## config.mk

```make
export PLATFORM = sky130hd
export DESIGN_NAME = stopwatch_core
export DESIGN_NICKNAME = d
export VERILOG_FILES = /design/src/rtl/stopwatch_pkg.sv /design/src/rtl/stopwatch_core_bcd_digit.sv /design/src/rtl/stopwatch_core.sv
export SDC_FILE = /design/constraint.sdc
export NUM_CORES = 1
export LEC_CHECK = 0
export ABC_CLOCK_PERIOD_IN_PS = 2100
export BUFFER_PORTS_ARGS = -buffer_cell sky130_fd_sc_hd__buf_4
export CAP_MARGIN = 20
export CELL_PAD_IN_SITES_DETAIL_PLACEMENT = 1
export CELL_PAD_IN_SITES_GLOBAL_PLACEMENT = 1
export CORE_AREA = 8 8 131 133
export CTS_CLUSTER_SIZE = 12
export DETAILED_ROUTE_END_ITERATION = 6
export DIE_AREA = 0 0 139 141
export PLACE_DENSITY_LB_ADDON = 0.25
export RECOVER_POWER = 50
export REMOVE_ABC_BUFFERS = 1
export SYNTH_ARGS = -nofsm -noshare
export SYNTH_HDL_FRONTEND = slang
export SYNTH_SLANG_ARGS = --single-unit
```

## constraint.sdc

```tcl
create_clock -name clk_50mhz -period 2.1 [get_ports clk_50mhz]
set_input_delay 0.315 -clock clk_50mhz [delete_from_list [all_inputs] [get_ports clk_50mhz]]
set_output_delay 0.315 -clock clk_50mhz [all_outputs]
set_load 0.03 [all_outputs]
```

## src/rtl/stopwatch_pkg.sv

```systemverilog
// stopwatch_pkg: shared constants for the stopwatch core.
//   - FSM state encodings (legacy 2-bit values seen on the state output)
//   - BCD wrap limits and helpers that split the minute limit into digits
//   - button decode type used for clear > start > lap priority
package stopwatch_pkg;

    localparam logic [1:0] ST_IDLE  = 2'd0;
    localparam logic [1:0] ST_RUN   = 2'd1;
    localparam logic [1:0] ST_PAUSE = 2'd2;
    localparam logic [1:0] ST_LAP   = 2'd3;

    localparam logic [3:0] BCD_NINE = 4'd9;
    localparam logic [3:0] BCD_FIVE = 4'd5;

    typedef enum logic [1:0] {
        BTN_NONE  = 2'd0,
        BTN_LAP   = 2'd1,
        BTN_START = 2'd2,
        BTN_CLEAR = 2'd3
    } btn_e;

    function automatic logic [3:0] min_tens(input int unsigned max_min);
        return 4'(max_min / 10);
    endfunction

    function automatic logic [3:0] min_ones(input int unsigned max_min);
        return 4'(max_min % 10);
    endfunction

endpackage

```

## src/rtl/stopwatch_core_bcd_digit.sv

```systemverilog
// bcd_digit: one BCD counter digit with programmable wrap limit.
//   clk_50mhz, rst_n : clock, async active-low reset
//   inc              : advance this digit
//   clr              : synchronous clear to 0 (wins over inc)
//   limit[3:0]       : last value before wrapping to 0
//   q[3:0]           : current digit value
//   carry            : inc & (q == limit), feeds the next digit's inc
module bcd_digit
    import stopwatch_pkg::*;
(
    input  logic       clk_50mhz,
    input  logic       rst_n,
    input  logic       inc,
    input  logic       clr,
    input  logic [3:0] limit,
    output logic [3:0] q,
    output logic       carry
);

    logic [3:0] q_q, q_d;

    always_comb begin
        q_d = q_q;
        if (clr) begin
            q_d = '0;
        end else if (inc) begin
            q_d = (q_q == limit) ? '0 : q_q + 4'd1;
        end
    end

    always_ff @(posedge clk_50mhz or negedge rst_n) begin
        if (!rst_n) begin
            q_q <= '0;
        end else begin
            q_q <= q_d;
        end
    end

    assign q     = q_q;
    assign carry = inc & (q_q == limit);

endmodule

```

## src/rtl/stopwatch_core.sv

```systemverilog
// stopwatch_core: start/pause/lap/clear stopwatch with BCD mm:ss.cc count
// and a six-digit multiplexed display scan.
//   clk_50mhz, rst_n      : clock, async active-low reset
//   clk_100hz, clk_1khz   : divider square waves, edge-detected into ticks
//   btn_start/lap/clear   : single-cycle debounced button pulses
//   state[1:0]            : IDLE=0 RUN=1 PAUSE=2 LAP=3
//   an[5:0]               : active-low digit enables, an[0] = cs ones
//   digit[3:0]            : BCD nibble of the enabled digit
//   dp                    : active-low decimal point (scan index 2 and 4)
//   overflow              : one-cycle pulse on wrap from MAX_MIN:59.99
module stopwatch_core
    import stopwatch_pkg::*;
#(
    parameter int unsigned SCAN_DIGITS = 6,
    parameter int unsigned MAX_MIN     = 59
) (
    input  logic       clk_50mhz,
    input  logic       rst_n,
    input  logic       clk_100hz,
    input  logic       clk_1khz,
    input  logic       btn_start,
    input  logic       btn_lap,
    input  logic       btn_clear,
    output logic [1:0] state,
    output logic [5:0] an,
    output logic [3:0] digit,
    output logic       dp,
    output logic       overflow
);

    localparam logic [3:0] MIN_TENS = min_tens(MAX_MIN);
    localparam logic [3:0] MIN_ONES = min_ones(MAX_MIN);
    localparam logic [2:0] LAST_IDX = 3'(SCAN_DIGITS - 1);

    logic        prev_100_q, prev_1k_q;
    logic        tick_cs, tick_scan;
    logic [1:0]  state_q, state_d;
    logic [23:0] lap_q, lap_d;
    logic [23:0] cnt;
    logic [23:0] disp;
    logic [5:0]  inc, carry;
    logic [3:0]  lim [6];
    logic        count_en, clr_cnt;
    logic [2:0]  idx_q, idx_d;
    logic [3:0]  disp_nib;
    logic [5:0]  an_q;
    logic [3:0]  digit_q;
    logic        dp_q, ovf_q;
    btn_e        btn;

    assign tick_cs   = clk_100hz & ~prev_100_q;
    assign tick_scan = clk_1khz & ~prev_1k_q;

    always_comb begin
        if (btn_clear)      btn = BTN_CLEAR;
        else if (btn_start) btn = BTN_START;
        else if (btn_lap)   btn = BTN_LAP;
        else                btn = BTN_NONE;
    end

    // Counting is gated by the pre-transition state, so a tick coinciding
    // with start in RUN is still counted and lap captures the old value.
    assign count_en = tick_cs & ((state_q == ST_RUN) | (state_q == ST_LAP));

    always_comb begin
        state_d = state_q;
        lap_d   = lap_q;
        clr_cnt = 1'b0;
        case (state_q)
            ST_IDLE: begin
                if (btn == BTN_START) state_d = ST_RUN;
            end
            ST_RUN: begin
                if (btn == BTN_START) begin
                    state_d = ST_PAUSE;
                end else if (btn == BTN_LAP) begin
                    lap_d   = cnt;
                    state_d = ST_LAP;
                end
            end
            ST_LAP: begin
                if (btn == BTN_LAP)        state_d = ST_RUN;
                else if (btn == BTN_START) state_d = ST_PAUSE;
            end
            ST_PAUSE: begin
                if (btn == BTN_START) begin
                    state_d = ST_RUN;
                end else if (btn == BTN_CLEAR) begin
                    state_d = ST_IDLE;
                    lap_d   = '0;
                    clr_cnt = 1'b1;
                end
            end
            default: state_d = ST_IDLE;
        endcase
    end

    // Minute ones wraps at 9 normally, but at MAX_MIN's ones digit once the
    // tens digit has reached MAX_MIN's tens digit.
    always_comb begin
        lim[0] = BCD_NINE;
        lim[1] = BCD_NINE;
        lim[2] = BCD_NINE;
        lim[3] = BCD_FIVE;
        lim[4] = (cnt[23:20] == MIN_TENS) ? MIN_ONES : BCD_NINE;
        lim[5] = MIN_TENS;
    end

    assign inc = {carry[4:0], count_en};

    for (genvar k = 0; k < 6; k++) begin : g_digit
        bcd_digit u_digit (
            .clk_50mhz (clk_50mhz),
            .rst_n     (rst_n),
            .inc       (inc[k]),
            .clr       (clr_cnt),
            .limit     (lim[k]),
            .q         (cnt[4*k +: 4]),
            .carry     (carry[k])
        );
    end

    assign disp  = (state_q == ST_LAP) ? lap_q : cnt;
    assign idx_d = tick_scan ? ((idx_q == LAST_IDX) ? '0 : idx_q + 3'd1) : idx_q;

    always_comb begin
        case (idx_q)
            3'd0:    disp_nib = disp[3:0];
            3'd1:    disp_nib = disp[7:4];
            3'd2:    disp_nib = disp[11:8];
            3'd3:    disp_nib = disp[15:12];
            3'd4:    disp_nib = disp[19:16];
            3'd5:    disp_nib = disp[23:20];
            default: disp_nib = '0;
        endcase
    end

    always_ff @(posedge clk_50mhz or negedge rst_n) begin
        if (!rst_n) begin
            prev_100_q <= 1'b0;
            prev_1k_q  <= 1'b0;
            state_q    <= ST_IDLE;
            lap_q      <= '0;
            idx_q      <= '0;
            an_q       <= 6'b111110;
            digit_q    <= '0;
            dp_q       <= 1'b1;
            ovf_q      <= 1'b0;
        end else begin
            prev_100_q <= clk_100hz;
            prev_1k_q  <= clk_1khz;
            state_q    <= state_d;
            lap_q      <= lap_d;
            idx_q      <= idx_d;
            an_q       <= ~(6'd1 << idx_q);
            digit_q    <= disp_nib;
            dp_q       <= ~((idx_q == 3'd2) | (idx_q == 3'd4));
            ovf_q      <= carry[5];
        end
    end

    assign state    = state_q;
    assign an       = an_q;
    assign digit    = digit_q;
    assign dp       = dp_q;
    assign overflow = ovf_q;

endmodule

```

# [Yosys cells after proc, flatten, opt, wreduce, memory -nomap -nowiden]
# Cells that the tools add are included.
[word_totals] inputBits=7 out_inout_bits=14 regBits=67 wordCells=114
[op_classes] n_addsub=7 reduce_logical=11 bitwise=15 shift=1 mux=40 eq_ne=25
[ops] cell="24-bit two-way mux" n=5
[ops] cell="4-bit two-way mux" n=18
[ops] cell="24-bit one-hot mux with 2 select lines" n=1
[ops] cell="4-bit by 1-bit adder with 4-bit output (second input constant)" n=6
[ops] cell="4-bit one-hot mux with 6 select lines" n=1
[ops] cell="2-bit two-way mux" n=9
[ops] cell="4-bit == test (second input constant)" n=4
[ops] cell="2-bit nonzero test" n=7
[ops] cell="1-bit bitwise AND" n=9
[ops] cell="2-bit == test (second input constant)" n=4
[ops] cell="4-bit by 3-bit == test with 1-bit output (second input constant)" n=2
[ops] cell="2-bit != test (second input constant)" n=4
[ops] cell="2-bit one-hot mux with 4 select lines" n=1
[ops] cell="3-bit by 2-bit == test with 1-bit output (second input constant)" n=2
[ops] cell="3-bit == test (second input constant)" n=2
[ops] cell="3-bit != test (second input constant)" n=2
[ops] cell="6-bit NOT" n=1
[ops] cell="1-bit by 3-bit left shift with 6-bit output (first input constant)" n=1
[ops] cell="5-bit AND reduction" n=1
[ops] cell="2-bit by 1-bit == test with 1-bit output (second input constant)" n=2
[ops] cell="1-bit two-way mux" n=4
[ops] cell="4-bit AND reduction" n=1
[ops] cell="3-bit by 1-bit adder with 3-bit output (second input constant)" n=1
[ops] cell="3-bit by 1-bit == test with 1-bit output (second input constant)" n=1
[ops] cell="other kinds (7)" n=10

# [Longest topological paths before layout]
[depth] word_depth=10 ltp_mapped=10 mapped_depth_nobuf=8

# [Cells and area by module]
# A second synthesis with hierarchy kept.
[unflattened] hier_cells=346 area_unflattened_um2=3844.9
[by_module_without_submodules] module="stopwatch_core" n_inst=1 seq_area_each_um2=1083.5 cells_per_inst=178 area_per_inst_um2=2170.8
[by_module_without_submodules] module="bcd_digit" n_inst=6 seq_area_each_um2=100.1 cells_per_inst=28 area_per_inst_um2=279.0

# [Worst setup path after synthesis]
# No wires, ideal clock.
[synth_timing] path_type="reg2reg" from="reg state_q[0] (netlist: state[0])" to="reg digit_q[1] (netlist: digit[1])" setup_slack_ps=53 stages_incl_launch_ff=7 period_less_slack_ps=2047 arrival_time_ps=1909 t_required_ps=1961 n_path_buf=2 setup_time_ps=139 cell_sequence="dfrtp_1 -> ha_1 -> buf_6 -> buf_2 -> mux2i_1 -> nor2_1 -> or4_1"
[synth_via] elab_chain_len=3
[synth_rtl] element="start, declared" line_no="stopwatch_core.sv:37" rtl="logic [1:0] state_q, state_d;"
[synth_rtl] element="start signal, assigned" line_no="stopwatch_core.sv:152" rtl="state_q <= state_d;"
[synth_rtl] element="2-bit == test" line_no="stopwatch_core.sv:123" rtl="assign disp = (state_q == ST_LAP) ? lap_q : cnt;"
[synth_rtl] element="24-bit two-way mux" line_no="stopwatch_core.sv:123"
[synth_rtl] element="4-bit one-hot mux with 6 select lines" line_no="stopwatch_core.sv:127" rtl="case (idx_q)"
[synth_rtl] element="net disp_nib[1]" line_no="stopwatch_core.sv:45" rtl="logic [3:0] disp_nib;"
[synth_rtl] element="end signal, assigned" line_no="stopwatch_core.sv:156" rtl="digit_q <= disp_nib;"
[synth_rtl] element="end, declared" line_no="stopwatch_core.sv:47" rtl="logic [3:0] digit_q;"
# The timed path passes the listed nets, and every way through them passes these cells.
# A chain may end at the register's enable or synchronous reset.

# [Worst setup path in the final report]
[layout_timing] from="reg state_q[1] (netlist: state[1])" to="reg g_digit[4].u_digit.q_q[1]"
[layout_via] elab_chain_len=8
[layout_rtl] element="2-bit by 1-bit == test with 1-bit output / 2-bit == test (equally long branches)" line_no="stopwatch_core.sv:63" rtl="assign count_en = tick_cs & ((state_q == ST_RUN) | (state_q == ST_LAP));"
[layout_rtl] element="1-bit bitwise OR" line_no="stopwatch_core.sv:63"
[layout_rtl] element="1-bit bitwise AND" line_no="stopwatch_core.sv:63"
[layout_rtl] element="1-bit bitwise AND (4 in series)" line_no="stopwatch_core_bcd_digit.sv:40" rtl="assign carry = inc & (q_q == limit);"
[layout_rtl] element="2-bit nonzero test (no source line)"
[layout_rtl] element="end signal, assigned" line_no="stopwatch_core_bcd_digit.sv:35" rtl="q_q <= q_d;"
[layout_rtl] element="end, declared" line_no="stopwatch_core_bcd_digit.sv:20" rtl="logic [3:0] q_q, q_d;"
# Parallel ways exist; a longest one is shown, timed or not.

==> run summary <==
DR pass1 iterations: 4
vias per std cell: 4.77
htree depth: 3
die area: 19600 µm²
Slew headroom: 41.3%
postcts setup bufs: 0
Syn Std Cell Area: 3680 µm²
worst min path class: input port to flip-flop
drt drc: 0
Clock Pin Slew Worst Setup and Hold Paths: 0.06 ns
antenna violations before repair: 0
Worst Setup End Kind: flip-flop
register area share after synthesis: 45.7%
Vias: 2922
total global-route track usage: 11.0%
Finish-stage setup viols: 0
pwr dens: 1110 nW/µm²
Synth Warn #: 0
Worst-Skew Late Latency: 0.34 ns
Area contributors post-synth: dfrtp_1 41%, mux2i_1 7.9%, ha_1 7.5%
Seq cells post-synth: 67
largest net degree at the start of global routing: 49
n_diodes: 0
EDFF count, synth: 0
CORE AREA: 15000 µm²
critical path class: flip-flop to flip-flop
hpwl dp: 7490 µm
global-route wire length before repair: 16900 µm
CTS Buf Count: 9
Initial Utilization: 24.6%
status: finished clean
clock buffer depth: 2
max incr delay on CP: 0.55 ns
DRT antenna net count: 0
Worst setup SP type: flip-flop
Placer Congestion: 0.745
synth cell count leaders: 61 x dfrtp_1, 56 x nand2_1, 29 x mux2i_1, 29 x o21ai_0, 22 x ha_1
worst hold slack: 0.126 ns
Cell variety after synth: 48
worst path required time: 2.36 ns
share of the synthesized area in the top cell type: 41.4%
final hold viol count: 0
DRT iter0 DRCs: 154
drt total wl: 10100 µm
Leak Pwr: 1.98 nW
CTS tree: done
fraction of final layout cells sized beyond drive strength 1: 16.7%
number of nets in the layout: 448
# placed instances: 595
most frequent cell after synthesis: dfrtp_1
root buffer cell: clkbuf_16
# port buffers: 20
Avg Cell Area, Syn: 9.64 µm²
Critical Path, Cell by Cell: buf_4 > inv_1 > ha_1 > or2_4 > nand4_4 > or4_1 > a21oi_1
Ports: 21
FFs w/ async S/R, synth: 100%
Main synth FF type: dfrtp_1
CP Max Fanout: 11
fin cells: 612
final worst slack: 0.154 ns
worst slew pin tran: 0.880 ns
synth-to-layout area growth: 21.7%
vias in the first global route: 3049
Synth Instances: 382
max frequency: 0.514 GHz
setup TNS: 0 ns
CTS sink count: 67
Die X: 139 µm
Pins Over Slew Limit: 0
Final Critical Period: 1.95 ns
VDD IR max: 542 µV
DP Worst Slack: 0.0630 ns
Slowest-stage cell, CP: or4_1
total global routing overflow: 0
unrepaired setup endpoints after global routing: false
Data arrival, critical path: 2.21 ns
largest area contributor in the netlist: dfrtp_1
standard-cell rows: 45
chip height: 141 µm
Max Clock Skew: 0.00577 ns
Tcrit/Tclk final: 92.6%
wire per inst: 16.5 µm
maxcap violations: 0
-- cells in the final DEF (no fill, tap or decap), types with 9 or more instances in the layout --
master	n
o21ai_0	29
a21oi_1	17
o22ai_1	10
buf_4	39
o31ai_1	9
or3_1	11
inv_1	19
or4_1	9
nand2_1	56
dfrtp_1	61
nor2_1	19
mux2i_1	29
clkbuf_16	9
ha_1	22
-- power breakdown --
part	switching (W)	internal [W]	total [W]
Sequential	0.000105	0.00147	0.00158
Combinational	0.00125	0.000780	0.00203
Clock	0.000555	0.000794	0.00135
-- repair_timing --
action                     in CTS  in global routing
resized for setup               0                  2
hold endpoints to repair       28                  0
setup endpoints to repair       0                  5
hold buffers                    1                  0
-- cell type report --
class	count	area [µm²]
clock inverter	3	15.0
tap	188	235
inverter	20	75.1
sequential	67	1680
clock buffer	13	240
fill	1731	10500
multi-input combinational	273	1830
timing repair buffer	48	403
-- metal layers --
layer	vias up	wire [µm]	GRT usage, %
li1	1422	-	-
met1	1445	4930	13.9
met2	40	4610	17.4
met3	15	356	2.67
met4	0	209	4.97
met5	-	0	0
-- through the flow --
step / total power, W / util, % / cell area [µm²]
finish: 0.00496 / 29.9 / 4480
global route: 0.00527 / 29.9 / 4480
CTS: 0.00504 / 30.1 / 4500
detailed placement: 0.00367 / 28.3 / 4240
global placement: 0.00363 / 28.3 / 4240
floorplan: 0.00270 / - / 3570
-- worst max-delay path, delay by kind of cell (launching register included) --
family	cells	cell delay, ns
compound gates	1	0.16
fa+ha+maj	1	0.19
flops	1	0.37
simple gates	3	0.88
buf+inv	2	0.27
-- path summary, 6_finish.rpt --
check                           startpoint                 endpoint  slack, ns  cells past startpoint
worst min register to register    lap_q[9]                 lap_q[9]       0.48                      2
min in group asynchronous            rst_n                 idx_q[2]       0.64                      2
max in group asynchronous            rst_n  g_digit[0].u_digit.q[0]       0.35                      3
worst max register to register    state[1]  g_digit[4].u_digit.q[1]       0.15                      7
worst max-delay path              state[1]  g_digit[4].u_digit.q[1]       0.15                      7
worst min-delay path              clk_1khz                prev_1k_q       0.13                      1
-- kinds of logic after synthesis --
kind of cell / synth area share (%)
simple gates: 19.9
compound gates: 12.7
flops: 45.7
buf+inv: 5.16
mux: 8.49
fa+ha+maj: 7.47
xor+xnor: 0.476
-- flip-flops by register name, summed over array words and instances, names as in the netlist --
name / count
prev_1k_q: 1
state: 2
digit: 4
overflow: 1
an: 6
idx_q: 3
dp: 1
prev_100_q: 1
g_digit.u_digit.q: 24
lap_q: 24
(Power assumes the default switching activity.)
